`config.mk`:
```
export PLATFORM = sky130hd
export DESIGN_NAME = uart_rx_to_mem_flat
export DESIGN_NICKNAME = d
export VERILOG_FILES = /design/src/rtl/uart_rx_to_mem_pkg.sv /design/src/rtl/uart_rx_to_mem_if.sv /design/src/rtl/uart_rx_core.sv /design/src/rtl/uart_rx_to_mem.sv /design/src/flat_wrapper.sv
export SDC_FILE = /design/constraint.sdc
export NUM_CORES = 1
export LEC_CHECK = 0
export CORE_ASPECT_RATIO = 0.5
export CORE_MARGIN = 2
export CORE_UTILIZATION = 50
export CTS_CLUSTER_DIAMETER = 60
export DETAILED_ROUTE_END_ITERATION = 10
export PLACE_DENSITY = 0.81
export SLEW_MARGIN = 20
export SYNTH_ARGS = -nofsm -noshare
export SYNTH_HDL_FRONTEND = slang
export SYNTH_SLANG_ARGS = --single-unit
```
`constraint.sdc`:
```
create_clock -name clk -period 5.86 [get_ports clk]
set_input_delay 1.172 -clock clk [delete_from_list [all_inputs] [get_ports clk]]
set_output_delay 1.172 -clock clk [all_outputs]
set_load 0.05 [all_outputs]
```
`src/rtl/uart_rx_to_mem_pkg.sv`:
```
// Shared definitions for the matrix-multiplier UART link: FSM/LED encodings and
// default baud/matrix parameters, kept in one place so RX and TX cannot diverge.
package uart_rx_to_mem_pkg;

  localparam int DEF_CLKS_PER_BIT = 10416;
  localparam int DEF_DATA_W       = 8;
  localparam int DEF_MAT_N        = 2;

  typedef logic [4:0] led_state_t;

  // One-hot bit-engine states double as the board LED pattern.
  localparam logic [4:0] ST_IDLE  = 5'b00001;
  localparam logic [4:0] ST_START = 5'b00010;
  localparam logic [4:0] ST_DATA  = 5'b00100;
  localparam logic [4:0] ST_STOP  = 5'b01000;
  localparam logic [4:0] ST_DONE  = 5'b10000;
  localparam logic [4:0] ST_WRITE = 5'b01000;

  localparam logic [1:0] CTRL_LOAD  = 2'd0;
  localparam logic [1:0] CTRL_WRITE = 2'd1;
  localparam logic [1:0] CTRL_DONE  = 2'd2;

  function automatic int words_to_load(input int mat_n);
    return 2 * mat_n * mat_n;
  endfunction

endpackage

```
`src/rtl/uart_rx_to_mem_if.sv`:
```
// Write port into the operand memory, driven by the UART receive path.
interface uart_rx_to_mem_if #(
  parameter int ADDR_W = 3,
  parameter int DATA_W = 8
);

  logic              we;
  logic [ADDR_W-1:0] addr;
  logic [DATA_W-1:0] wdata;

  modport master (output we, output addr, output wdata);
  modport slave  (input  we, input  addr, input  wdata);

endinterface

```
`src/rtl/uart_rx_core.sv`:
```
// 8N1 UART bit engine: input synchroniser plus IDLE/START/DATA/STOP sampling.
// Reports a good byte or a framing error combinationally in the stop-sample cycle.
module uart_rx_core
  import uart_rx_to_mem_pkg::*;
#(
  parameter int CLKS_PER_BIT = DEF_CLKS_PER_BIT,
  parameter int DATA_W       = DEF_DATA_W
) (
  input  logic              clk,
  input  logic              rst,
  input  logic              rx_data,
  input  logic              enable,
  input  logic              abort,
  output logic [DATA_W-1:0] rx_byte,
  output logic              byte_valid,
  output logic              frame_err_pulse,
  output logic              busy,
  output led_state_t        state_led
);

  localparam int TIMER_W = $clog2(CLKS_PER_BIT);
  localparam int BIT_W   = (DATA_W > 1) ? $clog2(DATA_W) : 1;

  localparam logic [TIMER_W-1:0] BIT_END  = TIMER_W'(CLKS_PER_BIT - 1);
  localparam logic [TIMER_W-1:0] HALF_END = TIMER_W'(CLKS_PER_BIT / 2 - 1);
  localparam logic [BIT_W-1:0]   LAST_BIT = BIT_W'(DATA_W - 1);

  logic               rx_meta;
  logic               rx_sync;
  led_state_t         state;
  logic [TIMER_W-1:0] timer;
  logic [BIT_W-1:0]   bit_idx;
  logic [DATA_W-1:0]  shift_reg;
  logic               bit_tick;
  logic               half_tick;

  // Idle-high line, so the synchroniser resets to 1 to avoid a false start.
  always_ff @(posedge clk or posedge rst) begin
    if (rst) begin
      rx_meta <= 1'b1;
      rx_sync <= 1'b1;
    end else begin
      rx_meta <= rx_data;
      rx_sync <= rx_meta;
    end
  end

  assign bit_tick  = (timer == BIT_END);
  assign half_tick = (timer == HALF_END);

  always_ff @(posedge clk or posedge rst) begin
    if (rst) begin
      state     <= ST_IDLE;
      timer     <= '0;
      bit_idx   <= '0;
      shift_reg <= '0;
    end else if (abort) begin
      state   <= ST_IDLE;
      timer   <= '0;
      bit_idx <= '0;
    end else begin
      unique case (state)
        ST_IDLE: begin
          timer   <= '0;
          bit_idx <= '0;
          if (enable && !rx_sync) state <= ST_START;
        end
        ST_START: begin
          if (half_tick) begin
            timer <= '0;
            state <= rx_sync ? ST_IDLE : ST_DATA;
          end else begin
            timer <= timer + 1'b1;
          end
        end
        ST_DATA: begin
          if (bit_tick) begin
            timer     <= '0;
            shift_reg <= {rx_sync, shift_reg[DATA_W-1:1]};
            if (bit_idx == LAST_BIT) begin
              bit_idx <= '0;
              state   <= ST_STOP;
            end else begin
              bit_idx <= bit_idx + 1'b1;
            end
          end else begin
            timer <= timer + 1'b1;
          end
        end
        ST_STOP: begin
          // Return straight to IDLE; a line still low simply re-arms START.
          if (bit_tick) begin
            timer <= '0;
            state <= ST_IDLE;
          end else begin
            timer <= timer + 1'b1;
          end
        end
        default: begin
          state <= ST_IDLE;
          timer <= '0;
        end
      endcase
    end
  end

  assign byte_valid      = (state == ST_STOP) && bit_tick && rx_sync  && !abort;
  assign frame_err_pulse = (state == ST_STOP) && bit_tick && !rx_sync && !abort;
  assign rx_byte         = shift_reg;
  assign busy            = (state != ST_IDLE);
  assign state_led       = state;

endmodule

```
`src/rtl/uart_rx_to_mem.sv`:
```
// UART receive path into the operand memory: A then B, row-major, from address 0.
// Owns load_en handling, the single-cycle WRITE, the address counter and DONE.
module uart_rx_to_mem
  import uart_rx_to_mem_pkg::*;
#(
  parameter int CLKS_PER_BIT = DEF_CLKS_PER_BIT,
  parameter int DATA_W       = DEF_DATA_W,
  parameter int MAT_N        = DEF_MAT_N,
  parameter int ADDR_W       = 3
) (
  input  logic              clk,
  input  logic              rst,
  input  logic              rx_data,
  input  logic              load_en,
  uart_rx_to_mem_if.master  mem,
  output logic [ADDR_W:0]   values_rcvd_count,
  output logic              load_done,
  output logic              frame_err,
  output logic              rx_status,
  output logic [4:0]        state_LED
);

  localparam int            WORDS     = words_to_load(MAT_N);
  localparam logic [ADDR_W:0] WORDS_CNT = (ADDR_W + 1)'(WORDS);

  logic [1:0]        ctrl;
  logic [ADDR_W:0]   count;
  logic [ADDR_W:0]   count_next;
  logic [ADDR_W-1:0] addr_q;
  logic [DATA_W-1:0] wdata_q;
  logic              frame_err_q;

  logic              core_enable;
  logic [DATA_W-1:0] core_byte;
  logic              core_valid;
  logic              core_frame_err;
  logic              core_busy;
  led_state_t        core_led;

  assign core_enable = load_en && (ctrl == CTRL_LOAD) && (count < WORDS_CNT);
  assign count_next  = count + 1'b1;

  uart_rx_core #(
    .CLKS_PER_BIT (CLKS_PER_BIT),
    .DATA_W       (DATA_W)
  ) u_core (
    .clk             (clk),
    .rst             (rst),
    .rx_data         (rx_data),
    .enable          (core_enable),
    .abort           (!load_en),
    .rx_byte         (core_byte),
    .byte_valid      (core_valid),
    .frame_err_pulse (core_frame_err),
    .busy            (core_busy),
    .state_led       (core_led)
  );

  // Dropping load_en wipes progress so the next frame lands at address 0.
  always_ff @(posedge clk or posedge rst) begin
    if (rst) begin
      ctrl        <= CTRL_LOAD;
      count       <= '0;
      addr_q      <= '0;
      wdata_q     <= '0;
      frame_err_q <= 1'b0;
    end else if (!load_en) begin
      ctrl        <= CTRL_LOAD;
      count       <= '0;
      frame_err_q <= 1'b0;
    end else begin
      if (core_frame_err) frame_err_q <= 1'b1;
      unique case (ctrl)
        CTRL_LOAD: begin
          if (core_valid) begin
            ctrl    <= CTRL_WRITE;
            addr_q  <= count[ADDR_W-1:0];
            wdata_q <= core_byte;
          end
        end
        CTRL_WRITE: begin
          count <= count_next;
          ctrl  <= (count_next == WORDS_CNT) ? CTRL_DONE : CTRL_LOAD;
        end
        CTRL_DONE: begin
          ctrl <= CTRL_DONE;
        end
        default: begin
          ctrl <= CTRL_LOAD;
        end
      endcase
    end
  end

  always_comb begin
    state_LED = core_led;
    unique case (ctrl)
      CTRL_WRITE: state_LED = ST_WRITE;
      CTRL_DONE:  state_LED = ST_DONE;
      default:    state_LED = core_led;
    endcase
  end

  assign mem.we            = (ctrl == CTRL_WRITE);
  assign mem.addr          = addr_q;
  assign mem.wdata         = wdata_q;
  assign values_rcvd_count = count;
  assign load_done         = (ctrl == CTRL_DONE);
  assign frame_err         = frame_err_q;
  assign rx_status         = core_busy || (ctrl == CTRL_WRITE);

endmodule

```
`src/flat_wrapper.sv`:
```
// flat-port wrapper written by rule: the top's interface ports become plain ports
module uart_rx_to_mem_flat import uart_rx_to_mem_pkg::*;
#(
  parameter int CLKS_PER_BIT = DEF_CLKS_PER_BIT,
  parameter int DATA_W       = DEF_DATA_W,
  parameter int MAT_N        = DEF_MAT_N,
  parameter int ADDR_W       = 3
)
  (clk, rst, rx_data, load_en, values_rcvd_count, load_done, frame_err, rx_status, state_LED, mem_we, mem_addr, mem_wdata);
  uart_rx_to_mem_if #(.ADDR_W(ADDR_W), .DATA_W(DATA_W)) mem_i ();
  input  logic clk;
  input  logic rst;
  input  logic rx_data;
  input  logic load_en;
  output logic [ADDR_W:0] values_rcvd_count;
  output logic load_done;
  output logic frame_err;
  output logic rx_status;
  output logic [4:0] state_LED;
  output wire logic [$bits(mem_i.we)-1:0] mem_we;
  output wire logic [$bits(mem_i.addr)-1:0] mem_addr;
  output wire logic [$bits(mem_i.wdata)-1:0] mem_wdata;
  assign mem_we = mem_i.we;
  assign mem_addr = mem_i.addr;
  assign mem_wdata = mem_i.wdata;
  uart_rx_to_mem #(.CLKS_PER_BIT(CLKS_PER_BIT), .DATA_W(DATA_W), .MAT_N(MAT_N), .ADDR_W(ADDR_W)) u_core (.clk(clk), .rst(rst), .rx_data(rx_data), .load_en(load_en), .mem(mem_i), .values_rcvd_count(values_rcvd_count), .load_done(load_done), .frame_err(frame_err), .rx_status(rx_status), .state_LED(state_LED));
endmodule
```
==> run summary, run 1 <==
The later pin in the worst-skew pair is clocked with a latency of 0.30 ns. The post-CTS repair timing setup buffer count is 0. The relative slew slack is 42.9%. After detailed routing, the average wire length per cell comes to 13.7 um. In this run the horizontal extent of the chip is 103 um. The total congestion overflow came out at 0. The power per cell area came out at 267 nW/um2.

The number of buffers on the longest clock path came out at 2. The count of flip-flops with a built-in enable after synthesis is 0. The setup TNS after final layout came out at 0 ns.

Setup repair after global routing left no endpoint under its margin. The min-delay analysis places its worst path in the category flip-flop to flip-flop. The total clock buffers created by CTS is 5.

The post-placement cell area is 2780 um2. Clock tree synthesis found a total of 49 sinks. The initial cell density of the core is 51.1%.

The number of input and output port buffers inserted is 27. The total of cells resized after clock tree synthesis came out at 0. The post-synthesis to final-layout area growth came out at 18.0%.

The clock root buffer master is clkbuf_8. The max-capacitance violation count came out at 0. The repair_antennas step left the layout with diodes totalling 0. The clock tree synthesis step divided the H-tree into 2 levels. The antenna violation net count after detailed routing came out at 0.

The core region is 4840 um2. Measured along the y axis, the die boundary spans 53.7 um. The total via count after detailed routing is 1601.

In the final design database the tool counted 245 nets. The highest achievable clock rate came out at 0.293 GHz. The actual transition at the worst max-transition pin came out at 0.853 ns. The maximum number of pins on one net before global-route repair came out at 50.

During synthesis, Yosys emitted a total of 0 warnings. The estimated wirelength of the detail-placed design is 2930 um. IR analysis of the VDD net gives a maximum drop of 0.120 mV. The count of mapped cells out of synthesis came out at 206. The max-slew violation count came to 0. The worst setup path is captured at a flip-flop. Routability-driven placement finished with a final weighted congestion of 0.819.

Setup violations remaining at the end of the flow were counted as 0. The clock-pin slew on the worst setup and hold paths is 0.08 ns. The storage element area came out at 1230 um2. The core utilization of the finished layout came out at 60.3%.

Summing the sequential cell areas from Yosys gives 49.7% of the chip area. The fraction of final layout cells sized beyond drive strength 1 came out at 13.7%. In this run the worst path has a maximum fanout of 12. The overall routing resource usage came out at 16.1%.

Each instance of the synthesized netlist takes up on average 12.0 um2. The number of library cell types mapped by synthesis came out at 44. The count of endpoints failing hold in the final timing report is 0. TritonCTS built the clock tree. For the finished layout, the period the worst path requires is 3.41 ns. The worst setup path is launched from a primary input. The arrival time reported for the critical path endpoint is 3.60 ns. After routing the design area is 2920 um2. The final worst-path cycle share is 58.2%. In the synthesized netlist the dominant register cell turns out to be dfrtp_1. For this run, design rule violations remaining after detail routing come to 0. The number of filler instances in the final layout is 390.

For the final database, setup skew stands at 0.00982 ns. The dominant cell type by area after synthesis is dfrtp_1. The via count of the first global-routing pass is 1439.

The full die area is 5560 um2. The area of combinational cells with multiple inputs is 1180 um2. The pre-antenna-repair detailed-routing pass consisted of 4 iterations. The required time at the worst-slack endpoint came out at 6.05 ns. The first-pass GRT wire length is 6700 um. The number of violations reported at the end of detailed-routing iteration 0 is 67. The number of placement rows came out at 18. The synthesized netlist occupies a cell area of 2470 um2.

Total power for the finished layout comes to 0.780 mW. The share of async-settable or async-resettable flops after synthesis came out at 100%. The initial antenna violation count came out at 0. The number of hold buffers added after CTS was 0. The total routed wirelength came out at 4150 um. Of the post-synthesis cell area, the dominant cell type holds 46.6%. The flow ran to the end, and the final reports show no timing, DRC or antenna violations. The post-synth net total came out at 219. The worst hold margin is 0.360 ns.

Pin placement for this block handled 28 I/O pins. The static power due to leakage came out at 1.36 nW. By area the synthesized netlist is led by dfrtp_1 (47%), mux2_4 (6.1%), ha_1 (4.6%), mux2_1 (4.1%), xor2_1 (3.5%). By startpoint and endpoint, the worst setup path is classified as primary input to flip-flop.

Counting flops and latches in the post-synthesis netlist gives 49. The per-cell via count in the routed design came out at 5.28.
## worst paths after layout
check,start,end,slack [ns],depth (start not counted)
max in group asynchronous,rst,u_core.u_core.timer[1]$_DFF_PP0_,4.06,2
max reg2reg,u_core.u_core.timer[0]$_DFF_PP0_,u_core.u_core.state_led[2]$_DFFE_PP0P_,3.47,6
min in group asynchronous,rst,u_core.u_core.timer[8]$_DFF_PP0_,1.32,2
max,load_en,u_core.u_core.rx_byte[7]$_DFFE_PP0P_,2.45,5
min reg2reg,u_core.u_core.rx_meta$_DFF_PP1_,u_core.u_core.rx_sync$_DFF_PP1_,0.36,0
min,u_core.u_core.rx_meta$_DFF_PP1_,u_core.u_core.rx_sync$_DFF_PP1_,0.36,0
## registers in the layout, indices dropped and copies added (netlist names), 2 cells and up
register                  count
u_core.u_core.timer          14
u_core.mem.addr               3
u_core.u_core.state_led       4
u_core.mem.wdata              8
u_core.values_rcvd_count      4
u_core.u_core.rx_byte         8
u_core.ctrl                   2
u_core.u_core.bit_idx         3
## kinds of logic after synthesis
| kind of cell | share of synthesized area [%] |
|---|---|
| buffers and inverters | 2.68 |
| AND/OR/NAND/NOR | 19.7 |
| multiplexers | 11.5 |
| AO/OA/AOI/OAI | 5.82 |
| XOR/XNOR | 6.02 |
| adder cells (fa/ha/maj) | 4.55 |
| flip-flops | 49.7 |
## where the power goes
| part | internal (mW) | total [mW] | switching [mW] |
|---|---|---|---|
| Combinational | 0.0472 | 0.137 | 0.0895 |
| Sequential | 0.350 | 0.365 | 0.0144 |
| Clock | 0.169 | 0.278 | 0.109 |
| Total | 0.567 | 0.780 | 0.213 |
## cell usage after synthesis (all sizes together) (2+ instances only)
cell type	count
a22o	3
and2	5
and3	4
and4	3
buf	5
clkbuf	3
dfrtp	46
dfstp	3
ha	9
inv	5
mux2	21
nand2	9
nand2b	4
nand3	9
nand4	7
nor2	19
nor2b	5
nor3	2
nor3b	3
nor4	3
nor4b	4
o21ai	6
xnor2	7
xor2	10
## routing by layer
| metal | wire [um] | GRT usage, % | vias to the layer above |
|---|---|---|---|
| met5 | 0 | 0 | - |
| met1 | 1860 | 20.6 | 787 |
| met2 | 2090 | 27.3 | 31 |
| met4 | 17 | 3.29 | 0 |
| li1 | - | - | 780 |
| met3 | 181 | 5.45 | 3 |
## stage by stage
stage	worst slack [ns]	cells
6_report	2.45	303
5_1_grt	2.28	303
4_1_cts	2.45	303
3_5_place_dp	2.14	295
3_3_place_gp	2.22	295
2_1_floorplan	3.02	206
## layout make-up
cell class / count / area share (%)
clock buffer: 5 / 2.36
clock inverter: 3 / 2.23
inverter: 5 / 0.686
multi-input combinational: 144 / 40.3
sequential: 49 / 42.2
tap: 70 / 3.00
timing repair buffer: 27 / 9.26
## critical path, cell delays in order
cell	delay [ns]
clkdlybuf4s50_1	0.66
nand2b_1	0.22
or3_1	0.46
nor2_1	0.68
mux2_2	0.41
## placed cells by master, fill, tap and decap left out, types with 3 or more instances in the layout
master / Yosys / layout
dfrtp_1: 46 / 46
clkdlybuf4s50_1: 0 / 27
nor2_1: 19 / 19
mux2_4: 10 / 10
xor2_1: 10 / 10
nand3_1: 9 / 9
nand2_1: 9 / 9
mux2_1: 9 / 9
ha_1: 9 / 9
xnor2_1: 7 / 7
and2_1: 5 / 5
nand4_1: 5 / 5
nor2b_1: 5 / 5
o21ai_0: 5 / 5
clkbuf_8: 0 / 5
nand2b_1: 4 / 4
and3_1: 4 / 4
nor4_1: 3 / 3
nor3b_1: 3 / 3
a22o_1: 3 / 3
inv_1: 4 / 3
and4_1: 3 / 3
dfstp_2: 3 / 3
Note: power is estimated with default switching activity, not from simulation.
==> run 2: changes to the inputs <==
- clock period: 5.86 -> 3.5 ns (I/O delays scaled with it)
==> run 2 against run 1 <==
Global-route usage is 0.37 points higher; wire length increased by 4.5%; final cell count grew 0.33%; utilization down 0.72 points; combinational power increased by 67%; setup slack worse by 1.9 ns; sequential cell count did not move; die area unchanged; power increased by 50%; non-clock buffer count increased by 1; critical path depth down 2; largest power group unchanged; clock-buffer cell count did not move.
==> run summary, run 2 (synthesis gave the netlist of run 1 again) <==
Result of the run: finished clean (unchanged). The net count reported at finish came to 246 (was 245). The cell with the biggest individual delay on the critical path is clkdlybuf4s50_1 (was nor2_1). The clock network fraction of design power is 28.2% (was 35.7%). The clock root buffer master is clkbuf_8 (unchanged). The first-pass GRT wire length was 6870 um (was 6700 um). The worst path uses 83.4% of the clock period. The actual transition at the worst max-transition pin is 0.821 ns (was 0.853 ns). The highest achievable clock rate is 0.343 GHz. The relative slew slack came out at 45.2% (was 42.9%). The initial cell density of the core is 51.1% (unchanged). The maximum level of the CTS H-tree came out at 2 (unchanged).

The total congestion overflow is 0 (unchanged). The antenna violation net count after detailed routing was 0 (unchanged). The top-level I/O count came out at 28 (unchanged). The max-slew violation count came to 0 (unchanged).

The routed length per instance came to 14.3 um (was 13.7 um). The clock latency at the later pin of the worst-skew pair is 0.31 ns (was 0.30 ns). The worst stage delay on the critical path came out at 0.72 ns (was 0.68 ns). The worst-case clock skew is 0.0118 ns (was 0.00982 ns). The initial antenna violation count came to 0 (unchanged).

The estimated wirelength of the detail-placed design came out at 3060 um (was 2930 um). The CTS tree is built (unchanged). The remaining routing DRC violations is 0 (unchanged). The required time at the worst-slack endpoint is 2.80 ns (was 6.05 ns). The type of origin of the critical path is a flip-flop (was primary input). The max-capacitance violation count is 0 (unchanged).

The count of endpoints failing setup in the final report is 0 (unchanged). The flip-flop count of the largest register after layout came to 14 (unchanged). The register ranked first by flip-flop count is u_core.u_core.timer (unchanged). The power per cell area came to 406 nW/um2 (was 267 nW/um2). The setup TNS after final layout came out at 0 ns (unchanged). The post-placement cell area is 2790 um2 (was 2780 um2). The core utilization of the finished layout came out at 59.5% (was 60.3%). The static power due to leakage came out at 1.35 nW (was 1.36 nW). The critical path start-end classification is flip-flop to output pin (was primary input to flip-flop).

Cell chain of the critical path: nor4b_1 > nand2b_1 > clkdlybuf4s50_1 (was clkdlybuf4s50_1 > nand2b_1 > or3_1 > nor2_1 > mux2_2). The number of buffers on the longest clock path is 2 (unchanged). The arrival time reported for the critical path endpoint came out at 2.22 ns (was 3.60 ns).

The full die area is 5560 um2 (unchanged). The number of violations reported at the end of detailed-routing iteration 0 came out at 65 (was 67). The total of cells resized after clock tree synthesis is 0 (unchanged). The switching power total was 0.364 mW (was 0.213 mW). The area of the core was 4840 um2 (unchanged). The count of endpoints failing hold in the final timing report came out at 0 (unchanged). The part of the total power dissipated in combinational logic is 19.5% (was 17.5%). The post-layout instance count excluding filler cells came out at 304 (was 303).

The number of antenna repair diodes came out at 0 (unchanged). The share of total power consumed by net switching is 31.1% (was 27.3%). The sequential cell fraction of total power came to 52.3% (was 46.8%). The placed cell count came to 296 (was 295). The worst path in the final design needs a cycle of 2.92 ns, including I/O delays and setup. The number of input and output port buffers inserted came out at 27 (unchanged). The fraction of final layout cells sized beyond drive strength 1 is 14.1% (was 13.7%).

The number of placement rows came out at 18 (unchanged). The maximum number of pins on one net before global-route repair was 50 (unchanged). The worst ir drop on vdd came to 0.216 mV (was 0.120 mV). The total routed wirelength came out at 4340 um (was 4150 um). The horizontal die dimension came to 103 um (unchanged). The clock-pin slew on the worst setup and hold paths came out at 0.08 ns (about the same). The combined buffer and inverter count along the critical path came out at 1 (unchanged). The internal cell power is 0.807 mW (was 0.567 mW).

The post-route standard cell area excluding fillers came out at 2880 um2 (was 2920 um2). The type of the worst min-delay path is flip-flop to flip-flop (unchanged). The most common cell after layout, fill and taps aside was dfrtp_1 (unchanged).

The total via count after detailed routing is 1629 (was 1601). The post-CTS repair timing setup buffer count came out at 0 (unchanged). The largest driver fanout on the critical path was 7 (was 12). Unrepaired setup endpoints after global routing: no (unchanged). Commonest cells after routing, fill and taps aside: dfrtp_1 (46), clkdlybuf4s50_1 (27), nor2_1 (19) (unchanged). The capturing element type of the critical path is an output pin (was flip-flop). The via count of the first global-routing pass came to 1482 (was 1439). The clock sink count came out at 49 (unchanged). The total iterations of the first detailed-routing run came out at 4 (unchanged). The final weighted congestion of routability-driven global placement came out at 0.860 (was 0.819).

The overall routing resource usage came to 16.5% (was 16.1%). The post-synthesis to final-layout area growth is 16.6% (was 18.0%). The largest delay contributor family on the critical path is buffers and inverters (was simple AND/OR/NAND/NOR gates). The per-cell via count in the routed design is 5.36 (was 5.28). The die span in y came out at 53.7 um (unchanged). The hold buffer count at CTS is 0 (unchanged). The total clock buffers created by CTS is 5 (unchanged).
==> run 2: metrics by stage <==
stage / setup WS, ns / total power [mW] / hold WS, ns
after global routing: 0.439 / 1.23 / 0.366
after detailed placement: 0.559 / 0.851 / 0.347
after global placement: 0.687 / 0.846 / 0.346
after CTS: 0.612 / 1.18 / 0.360
after floorplan: 1.13 / 0.783 / 0.345
final: 0.582 / 1.17 / 0.359
==> run 2: area by class of cell <==
type,instances,area (um2)
Clock inverter,3,22.5
Tap cell,70,87.6
Multi-Input combinational cell,144,1180
Clock buffer,5,68.8
Inverter,5,20.0
Timing Repair Buffer,28,278
Sequential cell,49,1230
Fill cell,395,1960
==> run 2: final timing paths <==
path,start,end,slack [ns],cells after the start
worst max-delay path,u_core.u_core.state_led[0]$_DFFE_PP1P_,rx_status,0.58,3
min in group asynchronous,rst,u_core.mem.wdata[5]$_DFFE_PP0P_,0.85,2
worst min-delay path,u_core.u_core.rx_meta$_DFF_PP1_,u_core.u_core.rx_sync$_DFF_PP1_,0.36,0
worst max register to register,u_core.u_core.timer[0]$_DFF_PP0_,u_core.u_core.state_led[2]$_DFFE_PP0P_,1.22,6
max in group asynchronous,rst,u_core.u_core.timer[3]$_DFF_PP0_,2.16,2
worst min register to register,u_core.u_core.rx_meta$_DFF_PP1_,u_core.u_core.rx_sync$_DFF_PP1_,0.36,0
==> run 2: routing by layer <==
| layer | vias to the layer above | global-route usage (%) | wire [um] |
|---|---|---|---|
| met5 | - | 0 | 0 |
| met4 | 0 | 5.48 | 48 |
| met3 | 6 | 4.42 | 145 |
| met2 | 36 | 27.1 | 2190 |
| met1 | 802 | 21.6 | 1960 |
| li1 | 785 | - | - |
==> run 2: power groups by stage <==
| stage | sequential (mW) | combinational [mW] | clock [mW] |
|---|---|---|---|
| global route | 0.615 | 0.245 | 0.366 |
| CTS | 0.611 | 0.230 | 0.341 |
| floorplan | 0.614 | 0.169 | 0 |
| finish | 0.612 | 0.229 | 0.330 |
| global placement | 0.622 | 0.224 | 0 |
| detailed placement | 0.622 | 0.229 | 0 |
==> run 3: changes to the inputs <==
- PLACE_DENSITY: 0.81 -> 0.84
- clock period: 3.5 -> 2.4 ns (I/O delays scaled with it)
==> run 3 against run 2 <==
Non-clock buffer count rose by 6; via count fell by 0.43%; final area grew 1.1%; wire length increased by 1.3%; global-route usage rose by 0.17 points; clock skew down 0.0019 ns; clock power increased by 53%; register-to-register slack got worse by 0.88 ns; sequential power grew 46%; power rose by 48%; critical path type unchanged.
==> run summary, run 3 (synthesis gave the netlist of run 1 again) <==
The total via count after detailed routing came to 1622 (was 1629). The per-cell via count in the routed design came out at 5.23 (was 5.36). The number of placement rows is 18 (unchanged). The type of the worst min-delay path is flip-flop to flip-flop (unchanged). The horizontal die dimension is 103 um (unchanged). The most common cell after layout, fill and taps aside was dfrtp_1 (unchanged). The via count of the first global-routing pass is 1565 (was 1482). The routed length per instance is 14.2 um (was 14.3 um). The number of filler instances in the final layout is 378 (was 395). The arrival time reported for the critical path endpoint came out at 1.79 ns (was 2.22 ns). The fraction of final layout cells sized beyond drive strength 1 is 18.8% (was 14.1%).

The max-slew violation count came out at 0 (unchanged). The number of violations reported at the end of detailed-routing iteration 0 came out at 96 (was 65). The post-route minimum period came out at 2.27 ns.

The post-synthesis to final-layout area growth was 17.9% (was 16.6%). The antenna violation net count after detailed routing is 0 (unchanged). The static power due to leakage is 1.38 nW (was 1.35 nW). The number of input and output port buffers inserted came out at 27 (unchanged).

The met2 wire length is 2160 um (was 2190 um). The setup TNS after final layout is 0 ns (unchanged). The count of endpoints failing setup in the final report came out at 0 (unchanged). The critical path start-end classification is flip-flop to output pin (unchanged).

The total clock buffers created by CTS came out at 5 (unchanged). Timing would allow up to 0.440 GHz. The largest driver fanout on the critical path is 4 (was 7). The total routed wirelength is 4400 um (was 4340 um). The maximum level of the CTS H-tree is 2 (unchanged). The worst ir drop on vdd is 0.275 mV (was 0.216 mV). The required time at the worst-slack endpoint came out at 1.92 ns (was 2.80 ns). The capturing element type of the critical path is an output pin (unchanged). The die span in y is 53.7 um (unchanged). The hold buffer count at CTS is 0 (unchanged).

The remaining routing DRC violations came out at 0 (unchanged). The clock latency at the later pin of the worst-skew pair is 0.30 ns (was 0.31 ns). The clock root buffer master was clkbuf_8 (unchanged). Commonest cells after routing, fill and taps aside: dfrtp_1 (46), clkdlybuf4s50_1 (21), nor2_1 (19) (was dfrtp_1 (46), clkdlybuf4s50_1 (27), nor2_1 (19)). The number of antenna repair diodes is 0 (unchanged).

The first-pass GRT wire length is 7130 um (was 6870 um). The total of cells resized after clock tree synthesis was 0 (unchanged). Unrepaired setup endpoints after global routing: no (unchanged). The register ranked first by flip-flop count was u_core.u_core.timer (unchanged). The relative slew slack came out at 52.0% (was 45.2%). The met3 routed wirelength is 118 um (was 145 um). The area of the core came to 4840 um2 (unchanged).

The maximum number of pins on one net before global-route repair is 36 (was 50). The flip-flop count of the largest register after layout came to 14 (unchanged). The clock-pin slew on the worst setup and hold paths was 0.10 ns (was 0.08 ns).

The initial antenna violation count is 0 (unchanged). The actual transition at the worst max-transition pin is 0.719 ns (was 0.821 ns). The final weighted congestion of routability-driven global placement was 0.864 (was 0.860). The full die area was 5560 um2 (unchanged). The total congestion overflow came out at 0 (unchanged).

The top layer used by detailed routing is met4 (unchanged). The core utilization of the finished layout was 60.2% (was 59.5%). Result of the run: finished clean (unchanged). The post-CTS repair timing setup buffer count is 0 (unchanged). The number of buffers on the longest clock path was 2 (unchanged). The estimated wirelength of the detail-placed design came to 3140 um (was 3060 um). The initial cell density of the core was 51.1% (unchanged). The CTS tree was built (unchanged). The total iterations of the first detailed-routing run is 4 (unchanged). The overall routing resource usage is 16.7% (was 16.5%). The net count reported at finish is 252 (was 246). The worst hold margin came out at 0.358 ns (was 0.359 ns). The power consumption is 1.74 mW (was 1.17 mW).

The max-capacitance violation count was 0 (unchanged). The type of origin of the critical path is a flip-flop (unchanged). The final critical path takes up 94.6% of the cycle.

The power per cell area is 596 nW/um2 (was 406 nW/um2). The top-level I/O count came out at 28 (unchanged). The worst-case clock skew was 0.00989 ns (was 0.0118 ns). The total routed wire length on the met1 layer came out at 2090 um (was 1960 um). The count of endpoints failing hold in the final timing report came out at 0 (unchanged).

The clock sink count came out at 49 (unchanged).
[run 3: cell count changes in the layout (fill, tap and decap cells not counted), sizes merged]
cell,change
clkinvlp,+1
clkinv,-4
inv,+3
clkdlybuf4s50,-6
buf,+12
[run 3: final cells by class]
| class | instances | area, um2 | area share (%) |
|---|---|---|---|
| Sequential cell | 49 | 1230 | 42.2 |
| Multi-Input combinational cell | 144 | 1180 | 40.4 |
| Timing Repair Buffer | 34 | 308 | 10.6 |
| Tap cell | 70 | 87.6 | 3.01 |
| Clock buffer | 5 | 68.8 | 2.36 |
| Clock inverter | 3 | 25.0 | 0.859 |
| Inverter | 5 | 18.8 | 0.644 |
[run 3: where the power goes]
group          switching (mW)  total, mW  leakage, nW  internal, mW
logic                   0.223      0.339        0.663         0.116
clock network           0.292      0.505       0.0452         0.213
registers              0.0368      0.892        0.673         0.855
[run 3: routing by layer]
| layer | vias up | global-route usage [%] |
|---|---|---|
| met5 | - | 0 |
| met4 | 0 | 3.95 |
| met3 | 4 | 3.64 |
| met2 | 25 | 29.4 |
| met1 | 808 | 21.5 |
| li1 | 785 | - |
[run 3: final timing paths]
kind	cells after the start	slack, ns	from	end
worst min-delay path	0	0.36	u_core.u_core.rx_meta$_DFF_PP1_	u_core.u_core.rx_sync$_DFF_PP1_
min in group asynchronous	2	0.61	rst	u_core.u_core.timer[13]$_DFF_PP0_
max in group asynchronous	3	1.20	rst	u_core.u_core.timer[5]$_DFF_PP0_
worst min register to register	0	0.36	u_core.u_core.rx_meta$_DFF_PP1_	u_core.u_core.rx_sync$_DFF_PP1_
worst max-delay path	3	0.13	u_core.ctrl[0]$_DFFE_PP0P_	state_LED[4]
worst max register to register	5	0.34	u_core.u_core.state_led[0]$_DFFE_PP1P_	u_core.u_core.state_led[2]$_DFFE_PP0P_
[run 3: through the flow]
step | setup WS [ns] | area (um2) | std cells
after global placement | 0.188 | 2820 | 302
after floorplan | 0.252 | 2470 | 206
after CTS | 0.111 | 2910 | 310
final | 0.129 | 2910 | 310
after detailed placement | 0.169 | 2820 | 302
after global routing | 0.0532 | 2910 | 310
[run 3: critical path: stages (launching register included)]
cell and delay [ns]:
dfrtp_1 0.42, inv_1 0.09, ha_1 0.17, clkdlybuf4s50_1 0.81
